--- config.mk ---
export PLATFORM = sky130hd
export DESIGN_NAME = uart_tx_ctrl
export DESIGN_NICKNAME = d
export VERILOG_FILES = /design/src/rtl/uart_tx_ctrl.sv
export SDC_FILE = /design/constraint.sdc
export NUM_CORES = 1
export LEC_CHECK = 0
export ABC_CLOCK_PERIOD_IN_PS = 1800
export BUFFER_PORTS_ARGS = -buffer_cell sky130_fd_sc_hd__buf_2
export CAP_MARGIN = 20
export CORE_ASPECT_RATIO = 1.2
export CORE_UTILIZATION = 56
export CTS_BUF_LIST = sky130_fd_sc_hd__clkbuf_2 sky130_fd_sc_hd__clkbuf_4 sky130_fd_sc_hd__clkbuf_8
export DETAILED_ROUTE_END_ITERATION = 16
export MAX_ROUTING_LAYER = met4
export PLACE_DENSITY_LB_ADDON = 0.12
export SLEW_MARGIN = 25
export SYNTH_ARGS = -nofsm -noshare
export SYNTH_HDL_FRONTEND = slang
export SYNTH_SLANG_ARGS = --single-unit
--- constraint.sdc ---
create_clock -name CLK -period 1.8 [get_ports CLK]
set_input_delay 0.36 -clock CLK [delete_from_list [all_inputs] [get_ports CLK]]
set_output_delay 0.36 -clock CLK [all_outputs]
set_load 0.03 [all_outputs]
--- src/rtl/uart_tx_ctrl.sv ---
// UART transmit sequencer: accepts a word over valid/ready, drives the baud divider's
// clear/enable and serialises start, data (LSB first), optional parity and stop bits.
module uart_tx_ctrl #(
    parameter int DATA_BITS   = 8,
    parameter int PARITY_TYPE = 0,
    parameter int STOP_BITS   = 1
) (
    input  logic                 CLK,
    input  logic                 RST_N,
    input  logic [DATA_BITS-1:0] DIN,
    input  logic                 DIN_VLD,
    output logic                 DIN_RDY,
    output logic                 UART_TXD,
    output logic                 BUSY,
    output logic                 FRAME_DONE,
    output logic                 DIV_CLEAR,
    output logic                 DIV_ENABLE,
    input  logic                 DIV_MARK
);

    typedef enum logic [2:0] {
        IDLE,
        SYNC,
        START,
        DATA,
        PARITY,
        STOP
    } state_t;

    state_t               state;
    state_t               state_nxt;
    logic [DATA_BITS-1:0] shreg;
    logic [DATA_BITS-1:0] shreg_nxt;
    logic [2:0]           bit_cnt;
    logic [2:0]           bit_cnt_nxt;
    logic                 stop_cnt;
    logic                 stop_cnt_nxt;
    logic                 par;
    logic                 par_nxt;
    logic                 txd_nxt;
    logic                 done_nxt;

    always_ff @(posedge CLK or negedge RST_N) begin
        if (!RST_N) begin
            state      <= IDLE;
            UART_TXD   <= 1'b1;
            FRAME_DONE <= 1'b0;
            shreg      <= '0;
            bit_cnt    <= '0;
            stop_cnt   <= 1'b0;
            par        <= 1'b0;
        end else begin
            state      <= state_nxt;
            UART_TXD   <= txd_nxt;
            FRAME_DONE <= done_nxt;
            shreg      <= shreg_nxt;
            bit_cnt    <= bit_cnt_nxt;
            stop_cnt   <= stop_cnt_nxt;
            par        <= par_nxt;
        end
    end

    // The shift register is consumed from bit 0; each data mark shifts and emits the new bit 0.
    always_comb begin
        state_nxt    = state;
        txd_nxt      = UART_TXD;
        done_nxt     = 1'b0;
        shreg_nxt    = shreg;
        bit_cnt_nxt  = bit_cnt;
        stop_cnt_nxt = stop_cnt;
        par_nxt      = par;
        case (state)
            IDLE: begin
                if (DIN_VLD) begin
                    shreg_nxt = DIN;
                    par_nxt   = (PARITY_TYPE == 2) ? ~(^DIN) : ^DIN;
                    state_nxt = SYNC;
                end
            end
            SYNC: begin
                if (DIV_MARK) begin
                    txd_nxt   = 1'b0;
                    state_nxt = START;
                end
            end
            START: begin
                if (DIV_MARK) begin
                    txd_nxt     = shreg[0];
                    bit_cnt_nxt = '0;
                    state_nxt   = DATA;
                end
            end
            DATA: begin
                if (DIV_MARK) begin
                    if (bit_cnt < 3'(DATA_BITS - 1)) begin
                        shreg_nxt   = {1'b0, shreg[DATA_BITS-1:1]};
                        txd_nxt     = shreg[1];
                        bit_cnt_nxt = bit_cnt + 3'd1;
                    end else if (PARITY_TYPE != 0) begin
                        txd_nxt   = par;
                        state_nxt = PARITY;
                    end else begin
                        txd_nxt      = 1'b1;
                        stop_cnt_nxt = 1'b0;
                        state_nxt    = STOP;
                    end
                end
            end
            PARITY: begin
                if (DIV_MARK) begin
                    txd_nxt      = 1'b1;
                    stop_cnt_nxt = 1'b0;
                    state_nxt    = STOP;
                end
            end
            STOP: begin
                if (DIV_MARK) begin
                    if (stop_cnt == 1'(STOP_BITS - 1)) begin
                        done_nxt  = 1'b1;
                        state_nxt = IDLE;
                    end else begin
                        stop_cnt_nxt = 1'b1;
                    end
                end
            end
            default: state_nxt = IDLE;
        endcase
    end

    assign DIN_RDY    = (state == IDLE);
    assign BUSY       = (state != IDLE);
    assign DIV_CLEAR  = (state == IDLE);
    assign DIV_ENABLE = (state != IDLE);

endmodule

==> flow_summary.yaml <==
synth:
  synthFlopType: "dfrtp_1"
  syn-num-nets: 93
  synth_top_area_frac: 0.405
  ys_top_cells_by_count: "15 x dfrtp_1, 6 x inv_1, 6 x mux2_1, 6 x mux2_4"
  syn_inst: 80
  synth.area.top_cells: "dfrtp_1 41%, mux2_4 9.7%, mux2_1 7.3%, mux2i_1 3.2%, buf_4 3.2%"
  synthArstFlopShare: 1.00
  avgSynthCellArea_um2: 11.6
  synth_edf_count: 0
  ys_types: 31
  netlist_area_um2: 926
  yosys_warnings: 0
  yosysMostFrequentCell: "dfrtp_1"
  synth_seq_cells: 16
  ys_seq_area_frac: 0.434
  synth_top_area_cell: "dfrtp_1"
sta:
  tns_ps: 0
  hold_viol_final: 0
  slew_violations: 0
  clock_skew_ps: 2.33
  fin_crit_ps: 1700
  slew_headroom: 0.645
  max_freq_mhz: 589
  min_period_over_period: 0.944
  tightest_slew_ps: 519
  fin_ws_ps: 101
  finalSetupViolations: 0
  rsz0062_at_grt: "false"
placed_design:
  dp_slack_ps: 261
  numPortBuffers: 17
  routabilityCongestion: 0.786
  dp_hpwl_um: 1260
setup_path:
  r2r_slack_ps: 280
  path_depth: 3
  end_kind: "output pin"
  cp_max_fo: 10
  crit_end: "BUSY"
  crit_family: "flip-flops"
  slowest_stage: "dfrtp_2"
  ff2ff_path_depth: 4
  slowest_delay_ps: 490
  worstSetupPathType: "reg -> out"
  worst_ep_arrival_time_ps: 1340
  critPathLaunch: "state[2]$_DFFE_PN0P_"
  critPathBufInv: 2
  startpoint_type: "register"
  r2r-start: "state[0]$_DFFE_PN0P_"
  reg2reg_to: "shreg[3]$_DFFE_PN0P_"
  crit_chain: "nor3_4 > inv_1 > buf_2"
  critical_path_required_ps: 1440
die:
  core_mm2: 0.00148
  dieArea_mm2: 0.00182
  die_w_um: 39.1
  start_util: 0.624
  fp.dieH_um: 46.5
  row_count: 15
  io_pins: 18
clocking:
  cts_tree: "done"
  cts_max_level: 1
  cts.path.max_buffers: 2
  cts.clk_slew.worst_paths_ps: 90
  cts_root_buf: "clkbuf_4"
  clk_latency_ps: 290
  numCtsBuffers: 3
  numClockSinks: 16
  postCtsSetupBuffers: 0
detailed_routing:
  antenna_left: 0
  wl_per_cell_um: 14.7
  drt_iter0_markers: 12
  num_vias: 661
  drc_errors: 0
  drtPass1Iterations: 4
  vias_per_cell: 5.65
  wirelength_um: 1720
grt:
  grt_pass1_vias: 643
  grt_max_degree: 17
  busiest_layer: "met2"
  use_met1: 0.259
  grt_usage: 0.237
  grt_pass1_wl_um: 2730
  use_met2: 0.400
  grt_overflow_total: 0
  use_met3: 0.0435
  antenna_found_initial: 0
pwr:
  pwr_density_cell_mw_per_mm2: 1770
  p_leak_nw: 0.507
  peakVddDrop_uv: 933
final_layout:
  finish.net_count: 114
  antenna_cells: 0
  drive_gt1_frac: 0.390
  area_delta_synth_final_pct: 14.9
  nFillCells: 101
outcome:
  status: "finished clean"
min_path:
  hold_class: "in -> reg"
flow_run:
  drv_cap: 0
==> how the worst min path moves through the flow <==
stage / from / depth (start not counted) / to / slack [ps]
after floorplan: RST_N / 0 / FRAME_DONE$_DFF_PN0_ / 60
after global placement: RST_N / 1 / shreg[6]$_DFFE_PN0P_ / 290
after detailed placement: RST_N / 1 / shreg[6]$_DFFE_PN0P_ / 290
after CTS: DIN[7] / 3 / shreg[7]$_DFFE_PN0P_ / 330
after global routing: DIN[7] / 3 / shreg[7]$_DFFE_PN0P_ / 340
final: DIN[7] / 3 / shreg[7]$_DFFE_PN0P_ / 320
==> registers in the layout, summed over array words and instances (netlist names) <==
signal,cells
state,3
FRAME_DONE,1
UART_TXD,1
shreg,8
bit_cnt,3
==> worst min-delay path, stage by stage <==
cell and delay (ps):
buf_2 100, nand2_1 50, mux2i_1 60
==> layout by cell type, fill, tap and decap left out <==
cell type / synthesis / final
nand3b_2: 1 / 1
a21bo_2: 1 / 1
nand3_2: 1 / 1
clkbuf_4: 0 / 3
mux2_4: 6 / 6
mux2_1: 6 / 6
nor4b_1: 1 / 1
o21ai_0: 1 / 1
a21oi_1: 3 / 3
ha_1: 1 / 1
a21o_1: 1 / 1
mux2i_1: 3 / 3
o21ai_1: 3 / 3
buf_4: 4 / 4
dfrtp_1: 15 / 14
clkbuf_8: 0 / 1
nor2b_1: 3 / 3
nand2_1: 4 / 4
dfstp_2: 1 / 1
a22o_1: 2 / 2
o221a_2: 1 / 1
nor3_4: 0 / 1
a211oi_1: 1 / 1
dlygate4sd3_1: 0 / 1
dfrtp_2: 0 / 1
and2_1: 2 / 2
inv_1: 6 / 6
a32o_1: 1 / 1
buf_2: 0 / 17
nand3b_4: 1 / 1
a211o_1: 1 / 1
nor3_1: 1 / 1
a31oi_1: 1 / 1
nor2_1: 4 / 4
a2111oi_0: 1 / 1
==> per-stage QoR <==
| stage | total power, mW | cells | hold slack [ps] | utilization | cell area [um^2] |
|---|---|---|---|---|---|
| 6_report | 1.88 | 117 | 323 | 0.717 | 1060 |
| 5_1_grt | 2.00 | 117 | 336 | 0.717 | 1060 |
| 4_1_cts | 1.89 | 117 | 326 | 0.716 | 1060 |
| 3_5_place_dp | 1.63 | 112 | 290 | 0.685 | 1020 |
| 3_3_place_gp | 1.59 | 112 | 287 | 0.685 | 1020 |
| 2_1_floorplan | 1.46 | 80 | 64.4 | - | 932 |
==> what timing repair did <==
action,CTS,global route
hold buffers,1,0
setup endpoints to repair,0,2
gates resized for setup,0,1
endpoints found under the hold margin,15,0
==> layout make-up <==
| type | count | area [um^2] | area share |
|---|---|---|---|
| multi-input cells | 52 | 455 | 0.428 |
| inverters | 6 | 22.5 | 0.0212 |
| clock buffers | 4 | 36.3 | 0.0341 |
| repair buffers | 22 | 125 | 0.118 |
| well taps | 17 | 21.3 | 0.0200 |
| flip-flops and latches | 16 | 403 | 0.379 |
==> routing by layer <==
metal	wire length [um]	up-vias
met2	858	17
met5	0	-
met3	63	5
met1	755	314
li1	-	325
met4	39	0
==> power breakdown <==
part	total, mW	internal [mW]	switching (mW)
Clock	0.242	0.123	0.119
Combinational	0.973	0.520	0.453
Sequential	0.663	0.529	0.134
Total	1.88	1.17	0.706
==> cell families after synthesis <==
kind of cell | synth area share
multiplexers | 0.203
AO/OA/AOI/OAI | 0.132
flip-flops | 0.434
adder cells (fa/ha/maj) | 0.0135
AND/OR/NAND/NOR | 0.136
buffers and inverters | 0.0811
No activity file was read; power rests on OpenSTA's default activity.
